===== src/rtl/dmem_lsu.sv =====
// dmem_lsu: MEM-stage load/store unit driving a word SRAM port.
// Misaligned accesses become two word transactions; stalls until done.
module dmem_lsu #(
  parameter int ADDR_WIDTH = 32
) (
  input  logic                  clk,
  input  logic                  rst,
  input  logic                  D_MEM_read,
  input  logic                  D_MEM_write,
  input  logic [1:0]            D_MEM_mode,
  input  logic                  load_unsigned,
  input  logic [ADDR_WIDTH-1:0] addr,
  input  logic [31:0]           wdata,
  output logic                  stall,
  output logic                  done,
  output logic [31:0]           rdata,
  output logic                  mem_req,
  output logic                  mem_we,
  output logic [ADDR_WIDTH-3:0] mem_addr,
  output logic [3:0]            mem_be,
  output logic [31:0]           mem_wdata,
  input  logic                  mem_gnt,
  input  logic                  mem_rvalid,
  input  logic [31:0]           mem_rdata
);
  localparam int WA = ADDR_WIDTH - 2;

  typedef enum logic [2:0] {
    IDLE, REQ_LO, WAIT_LO, REQ_HI, WAIT_HI, DONE
  } state_t;

  state_t state_q, state_d;
  logic [ADDR_WIDTH-1:0] addr_q, addr_d;
  logic [1:0] mode_q, mode_d;
  logic uns_q, uns_d;
  logic we_q, we_d;
  logic [31:0] wdata_q, wdata_d;
  logic [31:0] lo_q, lo_d;
  logic [31:0] rdata_q, rdata_d;
  logic mem_req_q, mem_req_d;
  logic mem_we_q, mem_we_d;
  logic [WA-1:0] mem_addr_q, mem_addr_d;
  logic [3:0] mem_be_q, mem_be_d;
  logic [31:0] mem_wdata_q, mem_wdata_d;

  logic split_r;
  logic [WA-1:0] hi_addr;
  logic [3:0] hi_be;
  logic [31:0] hi_wdata;

  function automatic logic [3:0] mask_of(
    input logic [1:0] m
  );
    unique case (m)
      2'd0:    mask_of = 4'h1;
      2'd1:    mask_of = 4'h3;
      default: mask_of = 4'hF;
    endcase
  endfunction

  function automatic logic is_split(
    input logic [1:0] off,
    input logic [1:0] m
  );
    unique case (m)
      2'd0:    is_split = 1'b0;
      2'd1:    is_split = (off == 2'd3);
      default: is_split = (off != 2'd0);
    endcase
  endfunction

  function automatic logic [31:0] extend(
    input logic [63:0] hl,
    input logic [1:0]  off,
    input logic [1:0]  m,
    input logic        u
  );
    logic [31:0] v;
    v = 32'(hl >> {off, 3'b000});
    unique case (m)
      2'd0:    extend = {{24{v[7] & ~u}}, v[7:0]};
      2'd1:    extend = {{16{v[15] & ~u}}, v[15:0]};
      default: extend = v;
    endcase
  endfunction

  // Upper-word lanes carry the bytes that spilled past lane 3.
  always_comb begin
    split_r  = is_split(addr_q[1:0], mode_q);
    hi_addr  = addr_q[ADDR_WIDTH-1:2] + WA'(1);
    hi_be    = mask_of(mode_q)
               >> (3'd4 - {1'b0, addr_q[1:0]});
    hi_wdata = wdata_q
               >> (6'd32 - {1'b0, addr_q[1:0], 3'b000});
  end

  always_comb begin
    state_d     = state_q;
    addr_d      = addr_q;
    mode_d      = mode_q;
    uns_d       = uns_q;
    we_d        = we_q;
    wdata_d     = wdata_q;
    lo_d        = lo_q;
    rdata_d     = rdata_q;
    mem_req_d   = mem_req_q;
    mem_we_d    = mem_we_q;
    mem_addr_d  = mem_addr_q;
    mem_be_d    = mem_be_q;
    mem_wdata_d = mem_wdata_q;
    unique case (state_q)
      IDLE: begin
        if (D_MEM_read || D_MEM_write) begin
          state_d     = REQ_LO;
          addr_d      = addr;
          mode_d      = D_MEM_mode;
          uns_d       = load_unsigned;
          we_d        = D_MEM_write;
          wdata_d     = wdata;
          mem_req_d   = 1'b1;
          mem_we_d    = D_MEM_write;
          mem_addr_d  = addr[ADDR_WIDTH-1:2];
          mem_be_d    = mask_of(D_MEM_mode) << addr[1:0];
          mem_wdata_d = wdata << {addr[1:0], 3'b000};
        end
      end
      REQ_LO: begin
        if (mem_gnt) begin
          mem_req_d = 1'b0;
          mem_we_d  = 1'b0;
          if (!we_q) begin
            state_d = WAIT_LO;
          end else if (split_r) begin
            state_d     = REQ_HI;
            mem_req_d   = 1'b1;
            mem_we_d    = 1'b1;
            mem_addr_d  = hi_addr;
            mem_be_d    = hi_be;
            mem_wdata_d = hi_wdata;
          end else begin
            state_d = DONE;
          end
        end
      end
      WAIT_LO: begin
        if (mem_rvalid) begin
          lo_d = mem_rdata;
          if (split_r) begin
            state_d     = REQ_HI;
            mem_req_d   = 1'b1;
            mem_we_d    = 1'b0;
            mem_addr_d  = hi_addr;
            mem_be_d    = hi_be;
            mem_wdata_d = hi_wdata;
          end else begin
            state_d = DONE;
            rdata_d = extend({32'h0, mem_rdata},
                             addr_q[1:0], mode_q, uns_q);
          end
        end
      end
      REQ_HI: begin
        if (mem_gnt) begin
          mem_req_d = 1'b0;
          mem_we_d  = 1'b0;
          state_d   = we_q ? DONE : WAIT_HI;
        end
      end
      WAIT_HI: begin
        if (mem_rvalid) begin
          state_d = DONE;
          rdata_d = extend({mem_rdata, lo_q},
                           addr_q[1:0], mode_q, uns_q);
        end
      end
      DONE: begin
        state_d = IDLE;
      end
      default: begin
        state_d = IDLE;
      end
    endcase
  end

  always_ff @(posedge clk or posedge rst) begin
    if (rst) begin
      state_q     <= IDLE;
      addr_q      <= '0;
      mode_q      <= '0;
      uns_q       <= 1'b0;
      we_q        <= 1'b0;
      wdata_q     <= '0;
      lo_q        <= '0;
      rdata_q     <= '0;
      mem_req_q   <= 1'b0;
      mem_we_q    <= 1'b0;
      mem_addr_q  <= '0;
      mem_be_q    <= '0;
      mem_wdata_q <= '0;
    end else begin
      state_q     <= state_d;
      addr_q      <= addr_d;
      mode_q      <= mode_d;
      uns_q       <= uns_d;
      we_q        <= we_d;
      wdata_q     <= wdata_d;
      lo_q        <= lo_d;
      rdata_q     <= rdata_d;
      mem_req_q   <= mem_req_d;
      mem_we_q    <= mem_we_d;
      mem_addr_q  <= mem_addr_d;
      mem_be_q    <= mem_be_d;
      mem_wdata_q <= mem_wdata_d;
    end
  end

  assign stall = ((state_q == IDLE) && (D_MEM_read || D_MEM_write))
               || ((state_q != IDLE) && (state_q != DONE));
  assign done      = (state_q == DONE);
  assign rdata     = rdata_q;
  assign mem_req   = mem_req_q;
  assign mem_we    = mem_we_q;
  assign mem_addr  = mem_addr_q;
  assign mem_be    = mem_be_q;
  assign mem_wdata = mem_wdata_q;
endmodule


===== config.mk =====
export PLATFORM = sky130hd
export DESIGN_NAME = dmem_lsu
export DESIGN_NICKNAME = d
export VERILOG_FILES = /design/src/rtl/dmem_lsu.sv
export SDC_FILE = /design/constraint.sdc
export NUM_CORES = 1
export LEC_CHECK = 0
export CORE_ASPECT_RATIO = 2
export CORE_MARGIN = 3
export CORE_UTILIZATION = 45
export CTS_CLUSTER_SIZE = 25
export DETAILED_ROUTE_END_ITERATION = 8
export PLACE_DENSITY = 0.73
export SETUP_SLACK_MARGIN = 0.02
export SLEW_MARGIN = 20
export SYNTH_ARGS = -nofsm -noshare
export SYNTH_HDL_FRONTEND = slang
export SYNTH_SLANG_ARGS = --single-unit
export TNS_END_PERCENT = 20

===== constraint.sdc =====
create_clock -name clk -period 7.5 [get_ports clk]
set_input_delay 2.25 -clock clk [delete_from_list [all_inputs] [get_ports clk]]
set_output_delay 2.25 -clock clk [all_outputs]
set_load 0.01 [all_outputs]

== After elaboration in Yosys (flattened, before gate mapping) ==
Index checks and enable logic that the tools add are counted.

* Register bits: 203
* Input port bits: 105
* Output and inout bits: 102
* Logic and storage cells: 112

* Add/sub/neg operators: 3
* Eq/ne operators: 17
* Shift operators: 6
* Muxes and demuxes: 50
* Bitwise logic cells: 5
* Reduce and logical (&&, ||, !) cells: 18

{| class="wikitable"
|+ Operator list
! operator !! count
|-
| $mux 32 || 8
|-
| $pmux 32 s2 || 3
|-
| $mux 30 || 5
|-
| $pmux 32 s3 || 1
|-
| $pmux 30 s3 || 1
|-
| $shr 64x5->32 || 1
|-
| $shl 32x5->32 || 1
|-
| $shr 32x5->32 || 1
|-
| $shr 32x6->32 || 1
|-
| $add 30x1->30 const B || 1
|-
| $mux 4 || 7
|-
| $mux 3 || 7
|-
| $ne 2x2->1 const B || 8
|-
| $pmux 4 s2 || 2
|-
| $pmux 3 s5 || 1
|-
| $pmux 4 s3 || 1
|-
| $mux 1 || 11
|-
| $reduce_and 5->1 || 2
|-
| $pmux 1 s4 || 2
|-
| $eq 3x2->1 const B || 2
|-
| $eq 3x3->1 const B || 2
|-
| $reduce_and 6->1 || 1
|-
| $reduce_bool 3->1 || 2
|-
| $sub 6x5->6 const A || 1
|-
| other kinds (18) || 27
|}

== Longest topological paths before layout ==
* Depth after elaboration: 7
* Mapped depth: 12
* Depth with buffers taken out: 7

== Least setup slack after synthesis ==
OpenSTA, ideal clock, no wires.

* Path kind: in2out
* Start: in D_MEM_write
* End: out stall
* Data arrival time: 2,790 ps
* Required time: 5,250 ps
* Setup slack: 2,460 ps
* Stages on the path: 3
* Buffers on the path: 0
* Cell sequence: or2_2 -> nor3_1 -> o21ai_0

* Cells in the longest elaborated chain, start to end: 3

{| class="wikitable"
|+ RTL lines
! element !! RTL line !! RTL
|-
| from (decl) || 9 || <nowiki>input logic D_MEM_write,</nowiki>
|-
| $logic_or 1x1->1 || 217 || <nowiki>assign stall = ((state_q == IDLE) && (D_MEM_read || D_MEM_write))</nowiki>
|-
| $logic_and 1x1->1 || 217 ||
|-
| $logic_or 1x1->1 || 218 || <nowiki>|| ((state_q != IDLE) && (state_q != DONE));</nowiki>
|-
| to (decl) || 14 || <nowiki>output logic stall,</nowiki>
|}

Every way passes these cells.

== Worst setup path after layout ==
Ends and elaborated chain as after synthesis.

==> impl_metrics.tcl <==
set metrics [dict create \
    run_status "completed" \
    drcViolationCount 0 \
    fin_worst_skew_ns 0.01452 \
    avgSynthCellArea_um2 10.85 \
    first_iter_violations 606 \
    drt-pass1-iter-count 5 \
    setup_viol 0 \
    place.detailed.hpwl_um 23330 \
    worstPathCellList "clkdlybuf4s50_1 -> or2_2 -> nor3_1 -> o21ai_0 -> clkdlybuf4s50_1" \
    synth_largest_type_area_fraction_pct 43.52 \
    vias 9454 \
    yosysUniqueCellTypes 68 \
    cts.path.max_buffers 3 \
    synth.top_cells.by_area "sky130_fd_sc_hd__dfrtp_1 44%, sky130_fd_sc_hd__mux2_2 11%, sky130_fd_sc_hd__mux4_2 6.9%" \
    reg2reg_to "mem_addr[17]" \
    timing.hold.worst_endpoint "mem_req" \
    yosys_register_bits 203 \
    netlist_instances 1076 \
    time_the_final_worst_path_needs_with_i_o_delays_and_setup_ns 6.032 \
    rows 82 \
    insertion_delay_ns 0.51 \
    postCtsHoldBufs 0 \
    grt_setup_unrepaired "no" \
    overflow 0 \
    post-cts-setup-buffers 0 \
    timing.rr.start "addr_q[1]" \
    slew_headroom_pct 30.81 \
    die-area_mm2 0.02802 \
    fp.dieW_um 119.9 \
    timing.critical_path.from_type "input pin" \
    detail-route-antenna-nets 0 \
    min_delay_path_depth 1 \
    holdCritPathClass "flip-flop to flip-flop" \
    die_height_um 233.8 \
    arrival_ns 3.78 \
    tritoncts_num_sinks 203 \
    footprint_of_the_multi_input_gates_mm2 0.006106 \
    vias_per_cell 5.961 \
    area_growth_syn_to_layout_pct 24.26 \
    path_common_cell "sky130_fd_sc_hd__clkdlybuf4s50_1" \
    first_global_vias 9702 \
    power.ir.vdd_worst_v 0.0002409 \
    design.core.area_mm2 0.02534 \
    timing.critical_path.fanout_max 6 \
    max_slew.worst_pin.slew_ns 1.038 \
    area.sequential_mm2 0.005085 \
    report.final.slew_viol_count 0 \
    cellLeakagePower_nw 5.789 \
    path_clk_slew_ns 0.07 \
    mappedNetlistArea_mm2 0.01167 \
    tns_ns 0 \
    gp_congestion 0.8674 \
    placed_cells 1549 \
    tritoncts_clock_tree "built" \
    seq_area_frac_synth_pct 43.52 \
    fillers 2220 \
    grt_first_pass_wirelength_um 53410 \
    min_delay_src "mem_req" \
    power_per_cell_area_mw_per_mm2 470.2 \
    timing.reg2reg.setup_slack_ns 3.62 \
    clock_buffers_created_by_tritoncts 20 \
    setup.worst_path.end_class "output pin" \
    fin_cells 1586 \
    number_of_violations_of_the_max_capacitance_limit 0 \
    final.period_utilization_pct 80.43 \
    ctsRootBufferMaster "sky130_fd_sc_hd__clkbuf_16" \
    final_nets 1343 \
    synth-edff-count 0 \
    drive_above_1_share_pct 18.65 \
    hold_viol_final 0 \
    async_reset_ff_share_pct 100.0 \
    ys_warn_count 0 \
    grt_use_total_pct 23.98 \
    cp_slowest_stage_delay_ns 0.49 \
    commonest_register_cell_after_synthesis "sky130_fd_sc_hd__dfrtp_1" \
    timing.critical_path.slowest_stage_cell "sky130_fd_sc_hd__clkdlybuf4s50_1" \
    drt_wl_total_um 33830 \
    synthDominantAreaCellType "sky130_fd_sc_hd__dfrtp_1" \
    timing.setup.critical_path_class "input pin to output pin" \
    number_of_levels_the_h_tree_was_split_into 1 \
    routedWlPerCell_um 21.33 \
    worstPathRequired_ns 5.25 \
    ff2ff_path_depth 9 \
    grt_max_degree 181 \
    final_design_area_excluding_fillers_mm2 0.01450 \
    initial_util_pct 46.06 \
    numPortBuffers 206 \
    fmax_mhz 165.8 \
    design.portCount 207 \
    post_cts.resized_instances 0 \
    detailed_place.area_mm2 0.01382 \
    antenna_found_initial 0 \
    syn_nets 1184 \
]
==> sequential cells by signal (all words and copies together) (netlist names) <==
name and count:
mem_addr 30, rdata 32, we_q 1, lo_q 32, addr_q 32, wdata_q 32, state_q 3, mode_q 2
mem_wdata 32, mem_req 1, uns_q 1, mem_we 1, mem_be 4
==> how the worst max path moves through the flow <==
stage	cells past startpoint	end	startpoint
2_1_floorplan	3	stall	D_MEM_write
3_3_place_gp	5	stall	D_MEM_write
3_5_place_dp	5	stall	D_MEM_write
4_1_cts	5	stall	D_MEM_write
5_1_grt	5	stall	D_MEM_write
6_report	5	stall	D_MEM_write
==> critical path: cells and delay by family <==
family,cells,cell delay [ns]
buffers and inverters,2,0.98
and+or+nand+nor,2,0.46
AOI/OAI and AO/OA,1,0.10
==> per-layer routing <==
layer	vias up	GRT usage, %	wire (µm)
met4	0	10.51	1235
met2	323	45.95	18850
met3	74	4.224	1850
li1	4287	-	-
met1	4770	25.36	11900
met5	-	0	0
==> cell type report <==
cell class	count	area share, %
Antenna cell	1	0.01725
Clock buffer	28	3.942
Clock inverter	8	0.6988
Inverter	8	0.2329
Multi-Input combinational cell	782	42.10
Sequential cell	203	35.06
Tap cell	336	2.899
Timing Repair Buffer	220	15.05
==> where the power goes <==
part | switching (mW) | leakage, nW | total [mW] | internal [mW]
sequential | 0.493 | 2.45 | 2.15 | 1.66
combinational | 1.87 | 3.02 | 3.62 | 1.75
clock | 0.445 | 0.320 | 1.05 | 0.605
==> through the flow <==
stage,util (%),hold slack (ns),power [mW],setup slack [ns]
2_1_floorplan,-,0.4752,4.583,2.460
3_3_place_gp,54.54,0.4586,5.693,1.453
3_5_place_dp,54.54,0.4656,5.793,1.473
4_1_cts,57.20,0.4811,6.867,1.469
5_1_grt,57.22,0.5035,7.280,1.370
6_report,57.23,0.4760,6.819,1.468
==> placed cells by master (no fill, tap or decap), types with 15 or more instances in the layout <==
cell type / n
sky130_fd_sc_hd__dfrtp_1: 201
sky130_fd_sc_hd__clkbuf_16: 21
sky130_fd_sc_hd__nand2_1: 114
sky130_fd_sc_hd__o31ai_1: 17
sky130_fd_sc_hd__clkdlybuf4s50_1: 206
sky130_fd_sc_hd__nor2_1: 93
sky130_fd_sc_hd__nand4_1: 16
sky130_fd_sc_hd__a221oi_1: 33
sky130_fd_sc_hd__o21ai_0: 88
sky130_fd_sc_hd__xor2_1: 15
sky130_fd_sc_hd__a21oi_1: 28
sky130_fd_sc_hd__mux2_2: 116
sky130_fd_sc_hd__mux2i_1: 63
sky130_fd_sc_hd__mux4_2: 36
==> cell families (layout without fill, tap and decap cells) <==
logic type,after synthesis,count (layout),synth area share (%)
AND/OR/NAND/NOR,291,291,11.69
AO/OA/AOI/OAI,249,249,14.65
multiplexers,215,215,23.54
flip-flops,203,203,43.52
buffers and inverters,91,264,4.406
XOR/XNOR,24,24,1.865
adder cells (fa/ha/maj),3,3,0.3216
other,0,1,0
==> synth_stat cells, types with 12 or more instances <==
master,instances
sky130_fd_sc_hd__a21oi_1,28
sky130_fd_sc_hd__a221oi_1,33
sky130_fd_sc_hd__a22oi_1,13
sky130_fd_sc_hd__buf_2,24
sky130_fd_sc_hd__buf_4,17
sky130_fd_sc_hd__clkbuf_1,28
sky130_fd_sc_hd__dfrtp_1,203
sky130_fd_sc_hd__mux2_2,116
sky130_fd_sc_hd__mux2i_1,63
sky130_fd_sc_hd__mux4_2,36
sky130_fd_sc_hd__nand2_1,114
sky130_fd_sc_hd__nand3_1,13
sky130_fd_sc_hd__nand4_1,16
sky130_fd_sc_hd__nor2_1,94
sky130_fd_sc_hd__o21a_1,12
sky130_fd_sc_hd__o21ai_0,88
sky130_fd_sc_hd__o31ai_1,17
sky130_fd_sc_hd__xor2_1,15
(Power assumes the default switching activity.)
